## src/rtl/hpi_xfer_engine.sv

```systemverilog
// HPI read/write cycle sequencer: single-beat and burst transfers with programmable setup/strobe/hold timing.
// Optional bus-turnaround gap after read bursts when HPI_TURNAROUND_EN is defined.
module hpi_xfer_engine #(
  parameter int DATA_W     = 16,
  parameter int ADDR_W     = 2,
  parameter int LEN_W      = 8,
  parameter int SETUP_CYC  = 2,
  parameter int STROBE_CYC = 3,
  parameter int HOLD_CYC   = 1,
  parameter int TURN_CYC   = 2
) (
  input  logic              clk_clk,
  input  logic              reset_reset,
  input  logic              cmd_valid,
  output logic              cmd_ready,
  input  logic              cmd_write,
  input  logic [ADDR_W-1:0] cmd_addr,
  input  logic [LEN_W-1:0]  cmd_len,
  input  logic              wdata_valid,
  output logic              wdata_ready,
  input  logic [DATA_W-1:0] wdata,
  output logic              rsp_valid,
  output logic [DATA_W-1:0] rsp_data,
  output logic              rsp_last,
  output logic              busy,
  output logic              otg_hpi_cs_n,
  output logic              otg_hpi_r_n,
  output logic              otg_hpi_w_n,
  output logic [ADDR_W-1:0] otg_hpi_address,
  output logic [DATA_W-1:0] otg_hpi_data_out,
  output logic              otg_hpi_data_oe,
  input  logic [DATA_W-1:0] otg_hpi_data_in
);

  localparam int MAX_A = (SETUP_CYC > STROBE_CYC) ? SETUP_CYC : STROBE_CYC;
  localparam int MAX_B = (HOLD_CYC > TURN_CYC) ? HOLD_CYC : TURN_CYC;
  localparam int MAX_C = (MAX_A > MAX_B) ? MAX_A : MAX_B;
  localparam int CNT_W = $clog2(MAX_C + 1);

  localparam logic [CNT_W-1:0] SETUP_LAST  = CNT_W'(SETUP_CYC - 1);
  localparam logic [CNT_W-1:0] STROBE_LAST = CNT_W'(STROBE_CYC - 1);
  localparam logic [CNT_W-1:0] HOLD_LAST   = CNT_W'(HOLD_CYC - 1);
`ifdef HPI_TURNAROUND_EN
  localparam logic [CNT_W-1:0] TURN_LAST   = CNT_W'(TURN_CYC - 1);
`endif

  typedef enum logic [2:0] {
    IDLE,
    SETUP,
    STROBE,
    HOLD
`ifdef HPI_TURNAROUND_EN
    , TURN
`endif
  } state_t;

  state_t             state_q, state_d;
  logic [CNT_W-1:0]   cnt_q;
  logic [LEN_W-1:0]   beats_q;
  logic               wr_q;
  logic               wtaken_q;
  logic               oe_q;
  logic               take;
  logic               cnt_en;
  logic               phase_end;

  // data_oe rises in the take cycle itself; oe_q keeps it up for the rest of the burst
  assign otg_hpi_data_oe = oe_q | take;

  always_comb begin
    state_d      = state_q;
    phase_end    = 1'b0;
    cnt_en       = 1'b0;
    take         = 1'b0;
    cmd_ready    = 1'b0;
    wdata_ready  = 1'b0;
    busy         = 1'b1;
    otg_hpi_cs_n = 1'b1;
    otg_hpi_r_n  = 1'b1;
    otg_hpi_w_n  = 1'b1;
    case (state_q)
      IDLE: begin
        cmd_ready = 1'b1;
        busy      = 1'b0;
        if (cmd_valid) state_d = SETUP;
      end
      SETUP: begin
        otg_hpi_cs_n = 1'b0;
        wdata_ready  = wr_q && !wtaken_q;
        take         = wdata_ready && wdata_valid;
        // setup time only counts once the beat's write data is in hand
        cnt_en       = !wr_q || wtaken_q || take;
        if (cnt_en && cnt_q == SETUP_LAST) begin
          phase_end = 1'b1;
          state_d   = STROBE;
        end
      end
      STROBE: begin
        otg_hpi_cs_n = 1'b0;
        otg_hpi_r_n  = wr_q;
        otg_hpi_w_n  = !wr_q;
        cnt_en       = 1'b1;
        if (cnt_q == STROBE_LAST) begin
          phase_end = 1'b1;
          state_d   = HOLD;
        end
      end
      HOLD: begin
        otg_hpi_cs_n = 1'b0;
        cnt_en       = 1'b1;
        if (cnt_q == HOLD_LAST) begin
          phase_end = 1'b1;
          if (beats_q != '0) state_d = SETUP;
`ifdef HPI_TURNAROUND_EN
          else if (!wr_q)    state_d = TURN;
`endif
          else               state_d = IDLE;
        end
      end
`ifdef HPI_TURNAROUND_EN
      TURN: begin
        cnt_en = 1'b1;
        if (cnt_q == TURN_LAST) begin
          phase_end = 1'b1;
          state_d   = IDLE;
        end
      end
`endif
      default: state_d = IDLE;
    endcase
  end

  always_ff @(posedge clk_clk) begin
    if (reset_reset) state_q <= IDLE;
    else             state_q <= state_d;
  end

  always_ff @(posedge clk_clk) begin
    if (reset_reset) begin
      cnt_q            <= '0;
      beats_q          <= '0;
      wr_q             <= 1'b0;
      wtaken_q         <= 1'b0;
      oe_q             <= 1'b0;
      otg_hpi_address  <= '0;
      otg_hpi_data_out <= '0;
      rsp_valid        <= 1'b0;
      rsp_data         <= '0;
      rsp_last         <= 1'b0;
    end else begin
      rsp_valid <= 1'b0;
      rsp_last  <= 1'b0;
      if (phase_end)   cnt_q <= '0;
      else if (cnt_en) cnt_q <= cnt_q + 1'b1;
      if (state_q == IDLE && cmd_valid) begin
        wr_q            <= cmd_write;
        otg_hpi_address <= cmd_addr;
        beats_q         <= cmd_len;
        wtaken_q        <= 1'b0;
      end
      if (take) begin
        otg_hpi_data_out <= wdata;
        oe_q             <= 1'b1;
        wtaken_q         <= 1'b1;
      end
      if (state_q == STROBE && phase_end && !wr_q) begin
        rsp_data  <= otg_hpi_data_in;
        rsp_valid <= 1'b1;
        rsp_last  <= (beats_q == '0);
      end
      if (state_q == HOLD && phase_end) begin
        wtaken_q <= 1'b0;
        if (beats_q != '0) beats_q <= beats_q - 1'b1;
        else               oe_q    <= 1'b0;
      end
    end
  end

endmodule

```

## config.mk

```make
export PLATFORM = sky130hd
export DESIGN_NAME = hpi_xfer_engine
export DESIGN_NICKNAME = d
export VERILOG_FILES = /design/src/rtl/hpi_xfer_engine.sv
export SDC_FILE = /design/constraint.sdc
export NUM_CORES = 1
export LEC_CHECK = 0
export CELL_PAD_IN_SITES_DETAIL_PLACEMENT = 1
export CELL_PAD_IN_SITES_GLOBAL_PLACEMENT = 1
export CORE_MARGIN = 10
export CORE_UTILIZATION = 30
export DETAILED_ROUTE_END_ITERATION = 8
export PLACE_DENSITY_LB_ADDON = 0.1
export SETUP_SLACK_MARGIN = 0.02
export SYNTH_ARGS = -nofsm -noshare
export SYNTH_HDL_FRONTEND = slang
export SYNTH_SLANG_ARGS = --single-unit
```

## constraint.sdc

```tcl
create_clock -name clk_clk -period 2.7 [get_ports clk_clk]
set_clock_uncertainty 0.2 [all_clocks]
set_input_delay 0.81 -clock clk_clk [delete_from_list [all_inputs] [get_ports clk_clk]]
set_output_delay 0.81 -clock clk_clk [all_outputs]
set_load 0.02 [all_outputs]
```

# Word level (Yosys, flattened, before mapping)
# Index checks and enable logic that the tools add are counted.
# classes
n_bitwise,2
muxes,27
n_reduce_logical,22
addsub,2
eq_ne,9
# ops
operator,n
two-way mux 8 bit,3
two-way mux 1 bit,17
two-way mux 3 bit,4
one-hot mux 3 bit (4 select lines),1
zero test 8 bit,1
"inequality test 2 bit, second input constant",4
nonzero test 8 bit,1
OR reduction 2 bit,4
"subtractor 8 x 1 -> 8 bit, second input constant",1
logical AND 1 bit,7
"== test 3 x 2 -> 1 bit, second input constant",2
AND reduction 4 bit,1
"== test 3 x 1 -> 1 bit, second input constant",1
zero test 3 bit,1
one-hot mux 1 bit (3 select lines),1
OR reduction 3 bit,1
"adder 2 x 1 -> 2 bit, second input constant",1
"== test 2 x 1 -> 1 bit, second input constant",1
"== test 2 bit, second input constant",1
zero test 1 bit,2
zero test 2 bit,1
logical OR 1 bit,2
one-hot mux 1 bit (2 select lines),1
nonzero test 2 bit,1
other kinds (2),2
# word_totals
input_bits,47
register_bits,52
wordCells,73

# Longest topological paths before layout
# Gate-level depths: netlist of run 1.
# logic_depth
depth_word,11
mapped_depth,9
mapped_depth_nobuf,6

# Worst setup path after synthesis of run 1
# No wires, ideal clock.
# synth_timing
path_kind,flip-flop to output port
startpoint,register state_q[1]
endpoint,output port otg_hpi_data_oe
n_path_buf,1
slack_ps,230
stages_incl_launch_ff,8
arrival_ps,1460
t_required_ps,1690
cell_sequence,dfxtp_1 -> inv_1 -> ha_1 -> and3b_1 -> and2_1 -> buf_2 -> nor2_1 -> inv_1
# synth_via
elab_chain_cells,3
# synth_lines
element,line,source
"start, declared",57,"state_t state_q, state_d;"
"start signal, assigned",135,else state_q <= state_d;
== test 3 x 1 -> 1 bit,81,case (state_q)
two-way mux 1 bit,81,
OR 1 bit,68,assign otg_hpi_data_oe = oe_q | take;
"end, declared",31,"output logic otg_hpi_data_oe,"
# No other way between the ends.

# Worst setup path in the final report of run 1
# Ends and elaborated chain as after synthesis.

==> impl_metrics.tcl, run 1 <==
set metrics [dict create \
    outcome "finished clean" \
    post-dp-hpwl_um 6090 \
    cts_inserted_buffers 5 \
    final_max_slew_viol_count 0 \
    cts_buffer_depth 2 \
    powerDensity_mw_per_mm2 653 \
    r2r_start "state_q[0]$_SDFFE_PP0P_" \
    clk_pin_slew_ns 0.10 \
    finalCritPeriodShare 0.950 \
    holdPathStages 2 \
    synth_warnings 0 \
    num_rows 33 \
    drtAntennaViolNets 0 \
    min_path_type "flip-flop to flip-flop" \
    h-tree-depth 2 \
    hold_buffers 0 \
    synth_enable_flop_cells 0 \
    dr.pass1.iters 4 \
    fillers 973 \
    final_area_mm2 0.00377 \
    dpl-instance-area_mm2 0.00366 \
    clk_latency_ns 0.30 \
    setup_viol 0 \
    synth_nets 353 \
    endpoint_kind "output port" \
    die_x_um 112 \
    slew_headroom 0.584 \
    syn_inst 296 \
    coreArea_mm2 0.00822 \
    port_buffers 89 \
    area_growth_pct 48.6 \
    hold_viol 0 \
    ios 90 \
    gp_routability_congestion 0.768 \
    ys_ff_latch 51 \
    antenna_found_initial 0 \
    diodes 0 \
    cts-root-buf "clkbuf_8" \
    die_h_um 112 \
    pre_cts_ws_ns -0.464 \
    crit_arrival_ns 1.56 \
    synth-async-reset-ratio 0 \
    ir_drop_v 0.000238 \
    nNetsFinal 455 \
    initial_core_util 0.309 \
    tns_ns 0 \
    layout-drive-gt1-share 0.108 \
    max_freq_mhz 390 \
    globalRouteOverflowTotal 0 \
    rrSetupSlack_ns 0.44 \
    ys.flop_type "dfxtp_1" \
    worstSetupPathType "flip-flop to output port" \
    drt_iter0_drc 87 \
    worstMarginPinSlew_ns 0.620 \
    synth_area_per_cell_um2 8.58 \
    grt_usage 0.128 \
    power_mw 2.46 \
    grt_pass1_vias 2600 \
    cts_tree "done" \
    vias_per_cell 4.78 \
    synth_area_mm2 0.00254 \
    p_leak_nw 1.39 \
    max-cap-violations 0 \
    dieArea_mm2 0.0125 \
    cp_data_required_time_ns 1.69 \
    vias 2406 \
    rsz0062_at_grt "false" \
    r2r_cells 8 \
    routed_wl_um 8010 \
    fin_crit_ns 2.57 \
    yosysSeqAreaShare 0.402 \
    cp_max_fo 2 \
    critPathLaunchType "flip-flop" \
    cts_sinks 51 \
    hold_start "otg_hpi_data_out[6]$_SDFFE_PP0P_" \
    route.detailed.drc 0 \
    grt_max_degree 42 \
    ys_types 50 \
    grt_pass1_wl_um 13600 \
    post_drt_wl_per_cell_um 15.9 \
    r2r-end "beats_q[7]$_SDFF_PP0_" \
    worstHoldEndpoint "otg_hpi_data_out[6]$_SDFFE_PP0P_" \
    layout_setup_ws_ns 0.134 \
]
-- per-layer routing --
metal,GRT usage,wire length (µm),share of wire,up-vias
li1,-,-,-,1215
met1,0.155,3730,0.47,1129
met2,0.213,3710,0.46,56
met3,0.0437,497,0.062,6
met4,0.0279,73,0.0091,0
met5,0,0,0,-
-- what timing repair did --
item / 4_1_cts / 5_1_grt
setup endpoints to repair: 7 / 4
setup buffers: 0 / 1
pin swaps: 0 / 2
gates cloned: 0 / 0
gates resized for setup: 11 / 5
-- stage by stage --
| stage | instances | hold slack [ns] | utilization |
|---|---|---|---|
| floorplan | 296 | 0.264 | - |
| global route | 503 | 0.288 | 0.459 |
| finish | 503 | 0.259 | 0.459 |
| detailed placement | 495 | 0.250 | 0.446 |
| CTS | 502 | 0.265 | 0.457 |
| global placement | 495 | 0.241 | 0.446 |
-- placed cells by master (no fill, tap or decap), types with 2 or more instances in the layout --
cell type and count:
nor3_1 4, o21ai_0 5, nor2b_1 3, inv_1 12, and3_1 3, o21a_1 2
nor2_1 6, o22ai_1 3, nor3b_1 6, mux2i_1 16, a211o_1 2, a21oi_1 26
nand2_1 53, ha_1 9, o211ai_1 2, a211oi_1 3, nand3_1 3, dfxtp_1 50
nor2_2 2, a221oi_1 3, and2_1 2, a311oi_1 5, dlygate4sd2_1 5, buf_12 2
nand2b_1 35, clkbuf_8 5, buf_2 2, clkdlybuf4s50_1 80, buf_4 20
-- cell usage after synthesis, types with 2 or more instances --
master,instances,area share
a211o_1,2,0.0069
a211oi_1,3,0.0089
a21oi_1,26,0.051
a221oi_1,3,0.010
a311oi_1,5,0.017
and2_1,3,0.0074
and3_1,3,0.0074
buf_2,2,0.0039
buf_6,2,0.0089
clkbuf_1,10,0.015
dfxtp_1,51,0.40
ha_1,10,0.049
inv_1,12,0.018
mux2i_1,16,0.063
nand2_1,53,0.078
nand2b_1,35,0.086
nand3_1,3,0.0059
nor2_1,7,0.010
nor2b_1,3,0.0074
nor3_1,4,0.0079
nor3b_1,6,0.018
o211ai_1,2,0.0059
o21a_1,2,0.0059
o21ai_0,5,0.0099
o22ai_1,3,0.0074
-- registers in the layout (all words and copies together) (netlist names) --
signal and flops:
beats_q 8, cnt_q 2, oe_q 1, otg_hpi_address 2, otg_hpi_data_out 16, rsp_data 16, rsp_last 1, rsp_valid 1
state_q 2, wr_q 1, wtaken_q 1
-- report_power, final --
part / internal [mW] / switching (mW) / total, mW / leakage (nW)
clock network: 0.271 / 0.266 / 0.537 / 0.0502
logic: 0.486 / 0.561 / 1.05 / 0.923
registers: 0.819 / 0.0600 / 0.879 / 0.413
-- worst max path at each step --
stage	endpoint	from	depth (start not counted)	slack, ns
2_1_floorplan	otg_hpi_data_oe	state_q[1]$_SDFFE_PP0P_	7	0.23
3_3_place_gp	otg_hpi_data_oe	wdata_valid	5	-0.42
3_5_place_dp	otg_hpi_data_oe	wdata_valid	5	-0.46
4_1_cts	otg_hpi_data_oe	wdata_valid	5	-0.03
5_1_grt	otg_hpi_r_n	state_q[0]$_SDFFE_PP0P_	5	0.03
6_report	otg_hpi_data_oe	state_q[1]$_SDFFE_PP0P_	7	0.13
-- logic make-up after synthesis --
logic type | Yosys count | share of synthesized area
multiplexers | 16 | 0.0631
flip-flops | 51 | 0.402
buffers and inverters | 28 | 0.0488
adder cells (fa/ha/maj) | 10 | 0.0493
AO/OA/AOI/OAI | 62 | 0.161
XOR/XNOR | 1 | 0.00345
AND/OR/NAND/NOR | 128 | 0.273
-- layout make-up --
class,count,area [µm²],area share
Multi-Input combinational cell,217,1400,0.372
Timing Repair Buffer,111,1070,0.283
Sequential cell,51,1020,0.271
Tap cell,105,131,0.0348
Clock buffer,5,68.8,0.0182
Inverter,12,45.0,0.0119
Clock inverter,2,37.5,0.00994
-- critical path: stages (launching register included) --
cell     delay [ns]
dfxtp_2        0.34
inv_1          0.05
ha_1           0.20
and3b_1        0.18
and2_4         0.16
nor2_2         0.12
inv_1          0.04
buf_2          0.15
Note: power is estimated with default switching activity, not from simulation.
==> inputs of run 2 (changes only) <==
- ABC_CLOCK_PERIOD_IN_PS: unset -> 2700
==> results of run 2 <==
Same layout as run 1: the final DEF is identical, and so are final timing and power.
